==> config.mk <==
export PLATFORM = sky130hd
export DESIGN_NAME = sw_array_ctrl
export DESIGN_NICKNAME = d
export VERILOG_FILES = /design/src/rtl/sw_pkg.sv /design/src/rtl/sw_tgt_cell.sv /design/src/rtl/sw_array_ctrl.sv
export SDC_FILE = /design/constraint.sdc
export NUM_CORES = 1
export LEC_CHECK = 0
export ABC_CLOCK_PERIOD_IN_PS = 3360
export BUFFER_PORTS_ARGS = -buffer_cell sky130_fd_sc_hd__clkbuf_2
export CORE_MARGIN = 2
export CORE_UTILIZATION = 41
export DETAILED_ROUTE_END_ITERATION = 12
export GPL_TIMING_DRIVEN = 0
export PLACE_DENSITY = 0.67
export SLEW_MARGIN = 20
export SYNTH_ARGS = -nofsm -noshare
export SYNTH_HDL_FRONTEND = slang
export SYNTH_SLANG_ARGS = --single-unit
==> constraint.sdc <==
create_clock -name clk -period 3.36 [get_ports clk]
set_input_delay 0.168 -clock clk [delete_from_list [all_inputs] [get_ports clk]]
set_output_delay 0.168 -clock clk [all_outputs]
set_load 0.1 [all_outputs]
==> src/rtl/sw_pkg.sv <==
// Shared constants for the switch-array controller: DAC sequencer states,
// system states and pulse phases.
package sw_pkg;

  localparam logic [3:0] IDLE     = 4'd0;
  localparam logic [3:0] V1_2     = 4'd1;
  localparam logic [3:0] CNT_1_2  = 4'd2;
  localparam logic [3:0] V2_2     = 4'd3;
  localparam logic [3:0] CNT_2_2  = 4'd4;
  localparam logic [3:0] V_READ   = 4'd5;
  localparam logic [3:0] COMPLETE = 4'd6;
  localparam logic [3:0] V1_1     = 4'd7;
  localparam logic [3:0] V2_1     = 4'd8;
  localparam logic [3:0] CNT_1_1  = 4'd9;
  localparam logic [3:0] CNT_2_1  = 4'd10;

  localparam logic [2:0] SYS_CFG   = 3'd0;
  localparam logic [2:0] SYS_READ  = 3'd1;
  localparam logic [2:0] SYS_WRITE = 3'd2;
  localparam logic [2:0] SYS_OFF3  = 3'd3;
  localparam logic [2:0] SYS_OFF4  = 3'd4;

  localparam logic [1:0] P_HOLD = 2'd0;
  localparam logic [1:0] P_ON1  = 2'd1;
  localparam logic [1:0] P_ON2  = 2'd2;
  localparam logic [1:0] P_OFF  = 2'd3;

  // DAC states in which a channel keeps its previous target.
  function automatic logic is_dac_hold(input logic [3:0] dac);
    return (dac == CNT_1_1) || (dac == V2_1) || (dac == CNT_2_1) ||
           (dac == CNT_1_2) || (dac == V2_2) || (dac == CNT_2_2);
  endfunction

endpackage

==> src/rtl/sw_tgt_cell.sv <==
// Single-channel combinational switch target: decides whether this channel
// should be on, given the global states, its mask bit and its source phase.
module sw_tgt_cell
  import sw_pkg::*;
(
  input  logic       key_state,
  input  logic       mask,
  input  logic [2:0] system_state,
  input  logic [3:0] dac_top_state,
  input  logic [1:0] phase,
  input  logic       want,
  output logic       tgt
);

  always_comb begin
    tgt = 1'b0;
    if (!key_state || !mask) begin
      tgt = 1'b0;
    end else if (system_state == SYS_READ) begin
      tgt = 1'b1;
    end else if (system_state == SYS_OFF3 || system_state == SYS_OFF4) begin
      tgt = 1'b0;
    end else if (system_state == SYS_WRITE) begin
      if (dac_top_state == V1_1 || dac_top_state == V1_2) begin
        case (phase)
          P_ON1, P_ON2: tgt = 1'b1;
          P_OFF:        tgt = 1'b0;
          default:      tgt = want;
        endcase
      end else if (is_dac_hold(dac_top_state)) begin
        tgt = want;
      end else begin
        tgt = 1'b0;
      end
    end else begin
      tgt = want;
    end
  end

endmodule

==> src/rtl/sw_array_ctrl.sv <==
// N-channel switch-enable controller with per-channel mask and source select,
// plus a break-before-make dead-time interlock shared across all channels.
module sw_array_ctrl
  import sw_pkg::*;
#(
  parameter int N_CH     = 16,
  parameter int N_SRC    = 2,
  parameter int SRC_W    = 1,
  parameter int DEAD_CYC = 4,
  parameter int DEAD_W   = 8
) (
  input  logic                    clk,
  input  logic                    rst_n,
  input  logic                    key_state,
  input  logic [2:0]              system_state,
  input  logic [3:0]              dac_top_state,
  input  logic [2*N_SRC-1:0]      pulse_state,
  input  logic                    cfg_we,
  input  logic [N_CH-1:0]         cfg_mask,
  input  logic [N_CH*SRC_W-1:0]   cfg_src_sel,
  output logic [N_CH-1:0]         sw_en,
  output logic                    dead_active,
  output logic                    cfg_err
);

  localparam logic [DEAD_W-1:0] DEAD_LOAD = DEAD_W'(DEAD_CYC);

  logic [N_CH-1:0]       r_mask;
  logic [N_CH*SRC_W-1:0] r_src_sel;
  logic [N_CH-1:0]       r_want;
  logic [N_CH-1:0]       r_sw_en;
  logic [DEAD_W-1:0]     r_dead_cnt;
  logic                  r_dead_active;
  logic                  r_cfg_err;

  logic [N_CH-1:0]       w_tgt;
  logic [N_CH-1:0]       w_sw_en_next;
  logic [DEAD_W-1:0]     w_dead_next;
  logic                  w_off_evt;
  logic                  w_release;
  logic                  w_cfg_ok;

  generate
    for (genvar gi = 0; gi < N_CH; gi++) begin : g_ch
      logic [SRC_W-1:0] w_sel;
      logic [1:0]       w_phase;

      assign w_sel = r_src_sel[gi*SRC_W +: SRC_W];

      // Out-of-range source indices fall back to source 0.
      always_comb begin
        w_phase = pulse_state[1:0];
        for (int s = 0; s < N_SRC; s++) begin
          if (int'(w_sel) == s) w_phase = pulse_state[2*s +: 2];
        end
      end

      sw_tgt_cell u_cell (
        .key_state     (key_state),
        .mask          (r_mask[gi]),
        .system_state  (system_state),
        .dac_top_state (dac_top_state),
        .phase         (w_phase),
        .want          (r_want[gi]),
        .tgt           (w_tgt[gi])
      );
    end
  endgenerate

  // Any channel turning off blocks every new turn-on this cycle and restarts dead time.
  assign w_off_evt    = |(r_sw_en & ~w_tgt);
  assign w_release    = !w_off_evt && (r_dead_cnt == '0);
  assign w_sw_en_next = w_tgt & (r_sw_en | {N_CH{w_release}});
  assign w_dead_next  = w_off_evt            ? DEAD_LOAD :
                        (r_dead_cnt != '0)   ? r_dead_cnt - DEAD_W'(1) : '0;
  assign w_cfg_ok     = (system_state == SYS_CFG);

  always_ff @(posedge clk or negedge rst_n) begin
    if (!rst_n) begin
      r_mask        <= '1;
      r_src_sel     <= '0;
      r_want        <= '0;
      r_sw_en       <= '0;
      r_dead_cnt    <= '0;
      r_dead_active <= 1'b0;
      r_cfg_err     <= 1'b0;
    end else begin
      r_want        <= w_tgt;
      r_sw_en       <= w_sw_en_next;
      r_dead_cnt    <= w_dead_next;
      r_dead_active <= (w_dead_next != '0);
      r_cfg_err     <= cfg_we && !w_cfg_ok;
      if (cfg_we && w_cfg_ok) begin
        r_mask    <= cfg_mask;
        r_src_sel <= cfg_src_sel;
      end
    end
  end

  assign sw_en       = r_sw_en;
  assign dead_active = r_dead_active;
  assign cfg_err     = r_cfg_err;

endmodule
==> flow_summary.json <==
{
  "status": "completed",
  "seq_area_frac_synth_pct": 44.37,
  "fin_setup_tns_ps": 0,
  "reg2reg_depth": 10,
  "path_cells": "mux2i_1 > ha_1 > nand2_1 > o311a_1 > o221ai_1 > o2111ai_1 > a2111oi_2 > nand4_2 > buf_6 > a21boi_2",
  "netlist_area_sq_um": 4219,
  "fmax_mhz": 355.0,
  "max_cap_violations": 0,
  "clock_sinks": 74,
  "holdWs_ps": 38.21,
  "ys_ff_latch": 74,
  "leakage_uw": 0.002238,
  "dp_slack_ps": 253.6,
  "cts_max_level": 3,
  "rsz0062_at_grt": "no",
  "tritoncts": "done",
  "place_hpwl_um": 7527,
  "syn_avg_cell_area_sq_um": 11.28,
  "slowest_stage": "dfrtp_1",
  "whs_path_depth": 2,
  "die_h_um": 105.4,
  "min_path_type": "input pin to flop",
  "gp_congestion": 0.8774,
  "r2r_slack_ps": 540,
  "synth-edff-count": 0,
  "syn-num-nets": 439,
  "powerDensity_nw_per_um2": 521.7,
  "hold_start": "cfg_mask[11]",
  "rows": 37,
  "dieArea_sq_um": 11120,
  "combinationalPowerShare_pct": 26.3,
  "clockBufferDepth": 2,
  "synth_top_area_share_pct": 34.40,
  "grt_remaining_overflow": 0,
  "yosysTopAreaCell": "dfrtp_1",
  "ys.flop_type": "dfrtp_1",
  "drt_wl_total_um": 9600,
  "required_ps": 3650,
  "setup_viol": 0,
  "core_sq_um": 10140,
  "path_buf_inv": 1,
  "holdPathEnd": "r_mask[11]",
  "cts_buffers": 9,
  "vias_per_cell": 5.243,
  "postSynthCellCount": 374,
  "p_sw_uw": 830.6,
  "finalHoldViolations": 0,
  "layout-drive-gt1-share_pct": 35.75,
  "slew_headroom_pct": 52.20,
  "insertion_delay_ps": 360,
  "n_fill_cell": 913,
  "area_growth_pct": 17.32,
  "fin_ws_ps": 542.7,
  "grt_pass1_wl_um": 15810,
  "ir_drop_mv": 0.3477,
  "grt_pass1_vias": 3153,
  "num_io_pins": 65,
  "r2r_start": "r_src_sel[5]",
  "r2r_end": "sw_en[14]",
  "synth.distinct_cells": 61,
  "power.internal_uw": 1752,
  "critPathKind": "flop to flop",
  "worstMarginPinSlew_ps": 716.9,
  "drt_iter0_drc": 102,
  "routedWlPerCell_um": 16.22,
  "worst_setup_path_start_kind": "flop",
  "die_w_um": 105.4,
  "finalCriticalPeriod_ps": 2817,
  "cpLargestDelayFamily": "compound AO/OA/AOI/OAI gates",
  "ant_nets": 0,
  "slew_viol_final": 0,
  "power.share.clock_pct": 26.5,
  "vias": 3104,
  "grt_max_degree": 52,
  "worstSetupEndpointType": "flop",
  "cts_root_buf": "clkbuf_8",
  "yosys-top-cells-area": "dfrtp_1, dfstp_2, mux2_2, mux2i_1, ha_1",
  "skew_ps": 13.21,
  "period_share_pct": 83.85,
  "switching_share_pct": 32.16,
  "first_pass_iters": 4,
  "portBuffers": 64,
  "grt_use_total_pct": 18.18,
  "max_stage_delay_ps": 420,
  "fin_nets": 516,
  "antennaDiodeCount": 0,
  "p_seq_share_pct": 47.2,
  "arrival_ps": 3110,
  "synth_async_sr_flop_share_pct": 100.0,
  "drc": 0,
  "start_util_pct": 41.61,
  "clkTransAtPathRegs_ps": 80,
  "antenna_found_initial": 0,
  "synth_warnings": 0,
  "crit_fanout": 10
}
[sequential cells by signal (all words and copies together) (netlist names)]
register / cells
cfg_err: 1
r_src_sel: 16
sw_en: 16
r_want: 16
r_mask: 16
r_dead_cnt: 8
dead_active: 1
[cells by family after synthesis]
kind of cell | share of synthesized area (%)
fa+ha+maj | 5.338
compound gates | 15.90
mux | 16.13
xor+xnor | 1.453
flops | 44.37
simple gates | 12.54
buf+inv | 4.270
[worst register-to-register path: stages (launching register included)]
cell and delay, ps:
dfrtp_1 420, mux2i_1 140, ha_1 310, nand2_1 50, o311a_1 300, o221ai_1 230
o2111ai_1 220, a2111oi_2 410, nand4_2 270, buf_6 260, a21boi_2 140
[cell usage in the layout, fill, tap and decap left out, types with 6 or more instances in the layout]
cell	count
o21ai_0	14
inv_1	21
dfstp_2	16
mux2_2	32
nand2b_1	17
ha_1	18
a31oi_1	6
clkbuf_2	63
mux2i_1	32
clkbuf_8	9
nor3_1	10
a221o_1	6
xor2_1	6
a21boi_0	6
clkbuf_1	7
nor2_1	10
dfrtp_1	58
and3_1	9
nand2_1	23
a21boi_2	8
[power groups by stage]
stage | Sequential, uW | Combinational (uW) | Clock [uW]
detailed placement | 1230 | 676 | 0
CTS | 1220 | 683 | 702
floorplan | 1220 | 484 | 0
finish | 1220 | 680 | 685
global placement | 1220 | 650 | 0
global route | 1240 | 768 | 743
[how the worst max path moves through the flow]
stage,from,end,slack [ps],cells past startpoint
5_1_grt,r_src_sel[11],sw_en[8],310,10
6_report,r_src_sel[5],sw_en[14],540,10
4_1_cts,r_src_sel[5],sw_en[14],550,10
3_3_place_gp,pulse_state[2],sw_en[6],320,12
2_1_floorplan,sw_en[0],sw_en[10],900,8
3_5_place_dp,pulse_state[3],sw_en[14],250,12
[per-layer routing]
metal | GRT usage, % | share of wire [%]
met1 | 22.99 | 46
met2 | 31.29 | 49
met3 | 3.896 | 3.8
met4 | 5.143 | 1.4
met5 | 0 | 0
[through the flow]
step           util [%]  total power [uW]  area [sq um]  std cells
4_1_cts           48.76              2600          4943        592
6_report          48.82              2583          4950        592
5_1_grt           48.82              2751          4950        592
3_5_place_dp      46.75              1905          4740        575
3_3_place_gp      46.45              1872          4710        574
2_1_floorplan         -              1706          4219        374
[cell usage after synthesis (4+ instances only)]
cell	count
dfstp_2	16
nand2_1	23
nor2_1	10
and3_1	9
clkbuf_1	6
xor2_1	6
nor2b_1	4
nor3_1	10
mux2i_1	32
buf_6	4
inv_1	21
a21boi_2	8
a21boi_0	6
nand2b_1	17
dfrtp_1	58
o21ai_0	14
o22ai_1	4
ha_1	18
a221o_1	6
mux2_2	32
a31oi_1	6
a21oi_1	4
[layout make-up]
cell class | count | area, sq um | area share, %
Buffer | 16 | 101.3 | 2.048
Clock buffer | 10 | 127.6 | 2.578
Clock inverter | 6 | 66.31 | 1.340
Inverter | 21 | 78.83 | 1.593
Multi-Input combinational cell | 263 | 2173 | 43.91
Sequential cell | 74 | 1872 | 37.82
Tap cell | 136 | 170.2 | 3.438
Timing Repair Buffer | 66 | 360.3 | 7.280
[timing repair]
| item | 4_1_cts | 5_1_grt |
|---|---|---|
| endpoints found under the hold margin | 18 | 0 |
| buffers inserted | 0 | 0 |
| hold buffers | 1 | 0 |
| gates resized for setup | 0 | 0 |
No activity file was read; power rests on OpenSTA's default activity.
